--- config.mk ---
export PLATFORM = sky130hd
export DESIGN_NAME = mc_control_seq
export DESIGN_NICKNAME = d
export VERILOG_FILES = /design/src/rtl/ctrl_pkg.sv /design/src/rtl/ctrl_funct_decode.sv /design/src/rtl/mc_control_seq.sv
export SDC_FILE = /design/constraint.sdc
export NUM_CORES = 1
export LEC_CHECK = 0
export BUFFER_PORTS_ARGS = -buffer_cell sky130_fd_sc_hd__buf_4
export CORE_MARGIN = 2
export CORE_UTILIZATION = 52
export DETAILED_ROUTE_END_ITERATION = 8
export PLACE_DENSITY = 0.81
export SYNTH_ARGS = -nofsm -noshare
export SYNTH_HDL_FRONTEND = slang
export SYNTH_SLANG_ARGS = --single-unit
--- constraint.sdc ---
create_clock -name clk -period 1.6 [get_ports clk]
set_input_delay 0.24 -clock clk [delete_from_list [all_inputs] [get_ports clk]]
set_output_delay 0.24 -clock clk [all_outputs]
set_load 0.02 [all_outputs]
--- src/rtl/ctrl_pkg.sv ---
// Shared types and constants for the multi-cycle control sequencer.
// State encoding, ALU select codes, funct codes, default R-type opcode.
package ctrl_pkg;

  typedef enum logic [1:0] {
    S_IDLE,
    S_DECODE,
    S_EXEC,
    S_WB
  } state_t;

  localparam logic [2:0] ALU_AND = 3'b000;
  localparam logic [2:0] ALU_OR  = 3'b001;
  localparam logic [2:0] ALU_ADD = 3'b010;
  localparam logic [2:0] ALU_SLL = 3'b011;
  localparam logic [2:0] ALU_SUB = 3'b100;
  localparam logic [2:0] ALU_SRL = 3'b101;
  localparam logic [2:0] ALU_MUL = 3'b110;
  localparam logic [2:0] ALU_XOR = 3'b111;

  localparam logic [2:0] F_ADD = 3'd0;
  localparam logic [2:0] F_SUB = 3'd1;
  localparam logic [2:0] F_OR  = 3'd2;
  localparam logic [2:0] F_AND = 3'd3;
  localparam logic [2:0] F_SLL = 3'd4;
  localparam logic [2:0] F_SRL = 3'd5;
  localparam logic [2:0] F_MUL = 3'd6;
  localparam logic [2:0] F_XOR = 3'd7;

  localparam logic [3:0] DEF_R_OPCODE = 4'b1100;

endpackage

--- src/rtl/ctrl_funct_decode.sv ---
// Combinational funct decoder: ALU select, multiply flag, legality.
// Undefined instructions decode to select 0 so the sequencer can load it directly.
module ctrl_funct_decode
  import ctrl_pkg::*;
#(
  parameter int OPCODE_W = 4,
  parameter int FUNCT_W = 4,
  parameter int ALU_CTRL_W = 3,
  parameter logic [OPCODE_W-1:0] R_OPCODE = OPCODE_W'(DEF_R_OPCODE)
) (
  input  logic [OPCODE_W-1:0]   opcode,
  input  logic [FUNCT_W-1:0]    funct,
  output logic [ALU_CTRL_W-1:0] alu_sel,
  output logic                  is_mul,
  output logic                  legal
);

  logic [2:0] sel;

  // Map the low funct bits to an ALU code; legality gates everything.
  always_comb begin
    sel = ALU_AND;
    unique case (funct[2:0])
      F_ADD: sel = ALU_ADD;
      F_SUB: sel = ALU_SUB;
      F_OR:  sel = ALU_OR;
      F_AND: sel = ALU_AND;
      F_SLL: sel = ALU_SLL;
      F_SRL: sel = ALU_SRL;
      F_MUL: sel = ALU_MUL;
      F_XOR: sel = ALU_XOR;
      default: sel = ALU_AND;
    endcase
  end

  assign legal = (opcode == R_OPCODE)
              && (32'(funct) < 32'd8);
  assign is_mul = legal
               && (funct[2:0] == F_MUL);
  assign alu_sel = legal ? ALU_CTRL_W'(sel)
                         : '0;

endmodule

--- src/rtl/mc_control_seq.sv ---
// Multi-cycle control sequencer: IDLE -> DECODE -> EXEC(n) -> WB.
// Define MC_CONTROL_ILLEGAL_TRAP_EN to pulse 'illegal' on undefined instructions.
module mc_control_seq
  import ctrl_pkg::*;
#(
  parameter int OPCODE_W = 4,
  parameter int FUNCT_W = 4,
  parameter int ALU_CTRL_W = 3,
  parameter logic [OPCODE_W-1:0] R_OPCODE = OPCODE_W'(DEF_R_OPCODE),
  parameter int MUL_CYCLES = 3,
  parameter int CNT_W = 8
) (
  input  logic                  clk,
  input  logic                  reset,
  input  logic                  instr_valid,
  output logic                  instr_ready,
  input  logic [OPCODE_W-1:0]   opcode,
  input  logic [FUNCT_W-1:0]    funct,
  input  logic                  flush,
  output logic [ALU_CTRL_W-1:0] alu_control,
  output logic                  regwrite_control,
  output logic                  busy,
  output logic                  illegal,
  output logic [CNT_W-1:0]      retired
);

  localparam int CW = (MUL_CYCLES > 1) ? $clog2(MUL_CYCLES) : 1;
  localparam logic [CW-1:0] MUL_LOAD = CW'(MUL_CYCLES - 1);

  state_t state, state_nx;

  logic [OPCODE_W-1:0]   op_q;
  logic [FUNCT_W-1:0]    fn_q;
  logic [ALU_CTRL_W-1:0] dec_sel;
  logic                  dec_mul;
  logic                  dec_legal;
  logic [CW-1:0]         cnt;
  logic                  accept;
  logic                  dec_go;

  ctrl_funct_decode #(
    .OPCODE_W(OPCODE_W),
    .FUNCT_W(FUNCT_W),
    .ALU_CTRL_W(ALU_CTRL_W),
    .R_OPCODE(R_OPCODE)
  ) u_dec (
    .opcode(op_q),
    .funct(fn_q),
    .alu_sel(dec_sel),
    .is_mul(dec_mul),
    .legal(dec_legal)
  );

  assign accept = (state == S_IDLE) && instr_valid;
  assign dec_go = (state == S_DECODE) && !flush;

  assign instr_ready = (state == S_IDLE);
  assign busy = (state != S_IDLE);
  assign regwrite_control = (state == S_WB);

  // State register.
  always_ff @(posedge clk) begin
    if (reset) state <= S_IDLE;
    else state <= state_nx;
  end

  // Next-state logic; flush aborts any in-flight step.
  always_comb begin
    state_nx = state;
    unique case (state)
      S_IDLE: begin
        if (instr_valid) state_nx = S_DECODE;
      end
      S_DECODE: begin
        if (flush) state_nx = S_IDLE;
        else if (dec_legal) state_nx = S_EXEC;
        else state_nx = S_IDLE;
      end
      S_EXEC: begin
        if (flush) state_nx = S_IDLE;
        else if (cnt == '0) state_nx = S_WB;
      end
      S_WB: state_nx = S_IDLE;
      default: state_nx = S_IDLE;
    endcase
  end

  // Capture the instruction fields on accept.
  always_ff @(posedge clk) begin
    if (reset) begin
      op_q <= '0;
      fn_q <= '0;
    end else if (accept) begin
      op_q <= opcode;
      fn_q <= funct;
    end
  end

  // ALU select loads once in DECODE and holds through WB and flushes.
  always_ff @(posedge clk) begin
    if (reset) alu_control <= '0;
    else if (dec_go) alu_control <= dec_sel;
  end

  // Execute-window down-counter.
  always_ff @(posedge clk) begin
    if (reset) cnt <= '0;
    else if (state == S_DECODE) cnt <= dec_mul ? MUL_LOAD : '0;
    else if (state == S_EXEC && cnt != '0) cnt <= cnt - 1'b1;
  end

  // Retired count: every WB commits, even when flushed in that cycle.
  always_ff @(posedge clk) begin
    if (reset) retired <= '0;
    else if (state == S_WB) retired <= retired + 1'b1;
  end

`ifdef MC_CONTROL_ILLEGAL_TRAP_EN
  // One-cycle pulse in the cycle after an undefined instruction decodes.
  always_ff @(posedge clk) begin
    if (reset) illegal <= 1'b0;
    else illegal <= dec_go && !dec_legal;
  end
`else
  assign illegal = 1'b0;
`endif

endmodule

Yosys cells after proc, flatten, opt, wreduce, memory -nomap -nowiden
Memory sizes are Yosys's and may differ from the RTL's. A register that Yosys moved wholly into a read port is not among the register bits.
Cells that the tools add are included.
- bits in registers: 23
- ROM bits: 24
- input bits: 12
- logic and storage cells: 41
- memories: 1
- memories (name ; words ; width ; rd ports ; clocked after memory_dff ; write ports ; RTL line ; text):
    (name not given) ; 8 ; 3 ; 1 ; 1 ; 0 ; ctrl_funct_decode.sv:23 ; unique case (funct[2:0])
- add/sub/neg operators: 2
- magnitude comparators: 1
- eq/ne operators: 7
- multiplexer cells: 12
- reductions and logical operators: 12
- operators by type and width (operator ; count):
    $mux 2 ; 8
    $mux 3 ; 3
    $add 8x1->8 const B ; 1
    $pmux 2 s4 ; 1
    $reduce_bool 2->1 ; 3
    $logic_and 1x1->1 ; 5
    $eq 2x2->1 const B ; 2
    $eq 4x4->1 const B ; 1
    $logic_not 2->1 ; 2
    $lt 4x4->1 const B ; 1
    $eq 3x3->1 const B ; 1
    $ne 3x3->1 const B ; 1
    $eq 2x1->1 const B ; 1
    $ne 2x2->1 const B ; 1
    $reduce_and 2->1 ; 1
    $sub 2x1->2 const B ; 1
    $logic_not 1->1 ; 1

Depth between registers and ports, before layout
- word-level depth: 5
- gate-level depth with buffers: 6

By module
Synthesis repeated with hierarchy kept, for this count alone.
- cells, all modules: 121
- area, all modules: 1077.3 um2
- modules (own cells, without submodules) (module ; instances ; cells an instance ; area an instance (um2) ; seq. area each (um2)):
    mc_control_seq ; 1 ; 109 ; 991.0 ; 460.4
    ctrl_funct_decode ; 1 ; 12 ; 86.3 ; 0.0

Worst setup path before layout
OpenSTA, ideal clock, no wires.
- kind: register to register
- from: register state[1]
- to: register u_dec.sel[2] (netlist name)
- library setup time: 88 ps
- arrival: 1147 ps
- data required time: 1512 ps
- path slack: 365 ps
- stages on the path, launching flop included: 7
- cells stage by stage: dfxtp_1 -> buf_6 -> nor2_4 -> and2_4 -> buf_6 -> nor2_2 -> a311oi_2
- longest elaborated chain between the ends: 4
- ends and longest elaborated chain (element ; RTL line ; text):
    from (decl) ; mc_control_seq.sv:30 ; state_t state, state_nx;
    from (signal assigned) ; mc_control_seq.sv:64 ; else state <= state_nx;
    $logic_not 2->1 ; -- ;
    via instr_ready ; mc_control_seq.sv:16 ; output logic instr_ready,
    $logic_and 1x1->1 ; mc_control_seq.sv:54 ; assign accept = (state == S_IDLE) && instr_valid;
    $mux 3 (no source line) (2 in a row) ; -- ;
The timed path passes the listed nets, and every way through them passes these cells.
A chain may end at the register's enable or synchronous reset.

Worst setup path in the final report
- from: register state[1]
- to: output port regwrite_control
- longest elaborated chain between the ends: 1
- ends and longest elaborated chain (element ; RTL line ; text):
    $eq 2x2->1 ; mc_control_seq.sv:59 ; assign regwrite_control = (state == S_WB);
    to (decl) ; mc_control_seq.sv:21 ; output logic regwrite_control,
Every way passes these cells.

==> results by stage <==
Die:
- The die area is 2670 µm².
- The core footprint is 2190 µm².
- The site row count is 17.
- The top-level I/O count is 27.
- The die is between 50 and 60 µm tall.
- The initial core utilization is 0.540.
- The die width is 51.7 µm.

Routing:
- The length of the first detailed-routing pass in iterations is 4.
- Wires add up to 2.26 mm.
- The detailed router placed around 990 vias in this run.
- The via density per instance is 5.23.
- The remaining antenna violation count is 0.
- The starting DRC count in detailed routing is 14.
- In the final routed layout, each cell accounts on average for about 12 µm.
- For this run, design rule violations remaining after detail routing come to 0.

Power:
- The switching part of the total power is 0.215.
- Dividing total power by cell area gives a power density of 884 nW/µm².
- Summed over all cells, the static leakage comes to 0.591 nW.
- The worst-case IR drop observed on VDD is 0.672 mV.
- Internal power comes to 0.000978 W.
- The share of total power dissipated in sequential elements is 0.548.
- Of the total power, the clock network draws 0.356.
- For this design the total switching power over the nets is 0.000269 W.
- The share of power burned in combinational logic is 0.095.

Global routing:
- Entering global routing, the biggest net connects 27 pins.
- The total overflow left after global routing is 0.
- The met3 routing resource usage after global routing is 0.0287.
- In the global route stage, met1 resource usage came out at 0.213.
- For this run, global-route usage on met2 was measured as 0.344.
- Across every metal layer, demand over resource in global routing totals 0.192.
- The initial antenna violation count was 0.
- The via count of the first global-routing pass is approximately 940.
- The global routing stage identified its most utilized layer as met2.
- The global-route wire length before repair is roughly 3.8 mm.

STA:
- The timing-limited maximum frequency is 671 MHz.
- The total count of hold-check failures in the final report came to 0.
- The final count of pins violating max slew is 0.
- The clock period minus worst slack is between 1 and 1.5 ns.
- Dividing the final minimum period by the clock period gives 0.932.
- Setup repair after global routing left no endpoint under its margin.
- The total negative setup slack is 0 ns.
- Setup violations remaining at the end of the flow were counted as 0.
- For the final database, setup skew stands at roughly 0.017 ns.

Logic synthesis:
- Averaged over all synthesized cells, the footprint is approximately 8.5 µm².
- Ranked by total cell area, the synthesized netlist is headed by sky130_fd_sc_hd__dfxtp_1 (44%), sky130_fd_sc_hd__nand2_1 (7.9%), sky130_fd_sc_hd__a21oi_1 (5.1%), sky130_fd_sc_hd__nor2_1 (4.4%), sky130_fd_sc_hd__xor2_1 (4.4%).
- Counting flops and latches in the post-synthesis netlist gives 26.
- The synthesized netlist net count is 153.
- The fraction of the mapped netlist area in adder cells is 0.0212.
- Of the post-synthesis cell area, the part taken by muxes is 0.0254.
- Of the total synthesized cell area, the portion taken by AND, OR, NAND and NOR gates is 0.265.
- The number of warnings reported in the yosys synthesis log is 0.
- The main combinational cell family by area after synthesis is simple AND/OR/NAND/NOR gates.
- The number of cells produced by synthesis is 139.
- In the post-synthesis netlist, the cell with the most instances is sky130_fd_sc_hd__dfxtp_1.
- The count of unique library cells instantiated by Yosys is 34.
- After synthesis, the share of flip-flops with an asynchronous set or reset is 0.
- Of the total synthesized cell area, the portion taken by XOR and XNOR cells is 0.0667.
- The portion of synthesized cell area occupied by the leading cell type is 0.440.
- The leading register cell type out of synthesis is sky130_fd_sc_hd__dfxtp_1.
- The mapped netlist covers 1180 µm².
- The sequential-to-total area share from yosys stat is 0.440.
- The compound-cell area share of the yosys netlist is 0.117.
- Yosys mapped a number of flops with a built-in enable equal to 0.
- Of all cell types, the one taking the most synthesized area is sky130_fd_sc_hd__dfxtp_1.
- In the synthesized netlist, the cells that appear most often are sky130_fd_sc_hd__dfxtp_1 (26), sky130_fd_sc_hd__nand2_1 (25), sky130_fd_sc_hd__nor2_1 (14).

Finish:
- For this run, the share of the core covered by cells in the final layout is 0.644.
- 0 antenna diodes ended up in the layout.
- The area growth from synthesis to layout is 19.3%.
- The fraction of final layout cells sized beyond drive strength 1 is 0.236.
- The layout net count is roughly 180.

Clock network:
- Clock tree synthesis found a total of 26 sinks.
- The cell sitting at the root of the clock tree is a sky130_fd_sc_hd__clkbuf_4.
- TritonCTS built the clock tree.
- The clock tree buffer depth is 2.
- The deepest level of the CTS H-tree is 1.
- The hold buffer count at cts is 0.
- In this run, CTS created clock tree buffers numbering 3.
- The clock edge transition at the registers on the reported setup and hold paths is 0.12 ns.
- At the later pin of the worst-skew pair, clock insertion delay measures 0.33 ns.

Run:
- Max-cap violations in this run came to 0.

Critical path:
- The critical register-to-register path startpoint is cnt[0].
- STA classifies the critical path startpoint as a flop.
- The required time reported for the critical path endpoint is between 1 and 1.5 ns.
- The arrival time at the worst endpoint is 1.25 ns.
- The startpoint of the worst setup timing path is state[1].
- STA classifies the critical path endpoint as a primary output.
- Along the worst path, the maximum fanout reaches 9.
- The kind of critical path is reg2out.

Min path:
- The worst hold path belongs to the class in2reg.
- In this run the most critical hold path is launched from flush.

Place:
- The number of buffer cells added on primary ports is 25.
- After legalization and detailed placement, the total HPWL measured 1.61 mm.
- The last weighted congestion value of the routability-driven placer is 0.773.

Outcome:
- The run finished with clean final reports.
==> cell type report <==
class / instances / area, µm²
Fill cell: 194 / 781
Clock inverter: 1 / 30.0
Clock buffer: 3 / 22.5
Multi-Input combinational cell: 101 / 591
Sequential cell: 26 / 522
Timing Repair Buffer: 26 / 195
Tap cell: 28 / 35.0
Inverter: 4 / 15.0
==> per-layer routing <==
metal	vias up	part of all wire
met3	6	0.042
met2	31	0.47
met5	-	0
li1	502	-
met4	0	0.025
met1	449	0.46
==> flip-flops by register name (all words and copies together) (netlist names) <==
name,cells
alu_control,3
u_dec.sel,3
fn_q,4
retired,8
cnt,2
state,2
op_q,4
==> final timing paths <==
kind,end,slack (ns),cells after the start
worst max-delay path,regwrite_control,0.11,2
worst min-delay path,state[1],0.11,2
worst max register to register,cnt[1],0.32,6
worst min register to register,alu_control[1],0.47,2
==> power groups by stage <==
stage	logic, W	registers, W	clock network, W
5_1_grt	0.000135	0.000686	0.000480
2_1_floorplan	0.0000859	0.000693	0
4_1_cts	0.000120	0.000682	0.000455
6_report	0.000119	0.000683	0.000444
3_3_place_gp	0.000116	0.000695	0
3_5_place_dp	0.000120	0.000697	0
==> layout by cell type (no fill, tap or decap), types with 2 or more instances in the layout <==
cell type,instances
sky130_fd_sc_hd__a211oi_1,2
sky130_fd_sc_hd__a21oi_1,12
sky130_fd_sc_hd__a31oi_1,2
sky130_fd_sc_hd__and2b_2,2
sky130_fd_sc_hd__and3_1,2
sky130_fd_sc_hd__buf_4,26
sky130_fd_sc_hd__clkbuf_4,3
sky130_fd_sc_hd__dfxtp_1,25
sky130_fd_sc_hd__ha_1,2
sky130_fd_sc_hd__inv_1,4
sky130_fd_sc_hd__mux2i_1,3
sky130_fd_sc_hd__nand2_1,25
sky130_fd_sc_hd__nand2b_1,3
sky130_fd_sc_hd__nand3_1,3
sky130_fd_sc_hd__nand4_1,4
sky130_fd_sc_hd__nor2_1,14
sky130_fd_sc_hd__nor2b_1,2
sky130_fd_sc_hd__nor3_1,3
sky130_fd_sc_hd__o211ai_1,2
sky130_fd_sc_hd__xnor2_1,3
sky130_fd_sc_hd__xor2_1,6
==> worst max-delay path, cell delays in order (launching register included) <==
cell,delay [ns]
sky130_fd_sc_hd__dfxtp_1,0.46
sky130_fd_sc_hd__and2_2,0.30
sky130_fd_sc_hd__buf_4,0.18
==> kinds of logic after synthesis <==
family,count (synthesis)
compound gates,22
flops,26
simple gates,64
xor+xnor,9
other cells,1
mux,3
fa+ha+maj,2
buf+inv,12
==> stage by stage <==
step                      hold slack, ns  setup WS, ns  instances  total power, W  area (µm²)
final                              0.112         0.109        189         0.00125        1410
after global routing               0.102        0.0401        189         0.00130        1410
after CTS                          0.101        0.0449        189         0.00126        1410
after detailed placement           0.450         0.255        185        0.000816        1360
after global placement             0.434         0.332        185        0.000811        1360
after floorplan                    0.319         0.365        139        0.000779        1180
==> repair_timing <==
action                     in CTS  in global routing
setup buffers                   0                  0
setup endpoints to repair       1                  1
resized for setup               1                  1
Power figures use the tool's default switching activity.
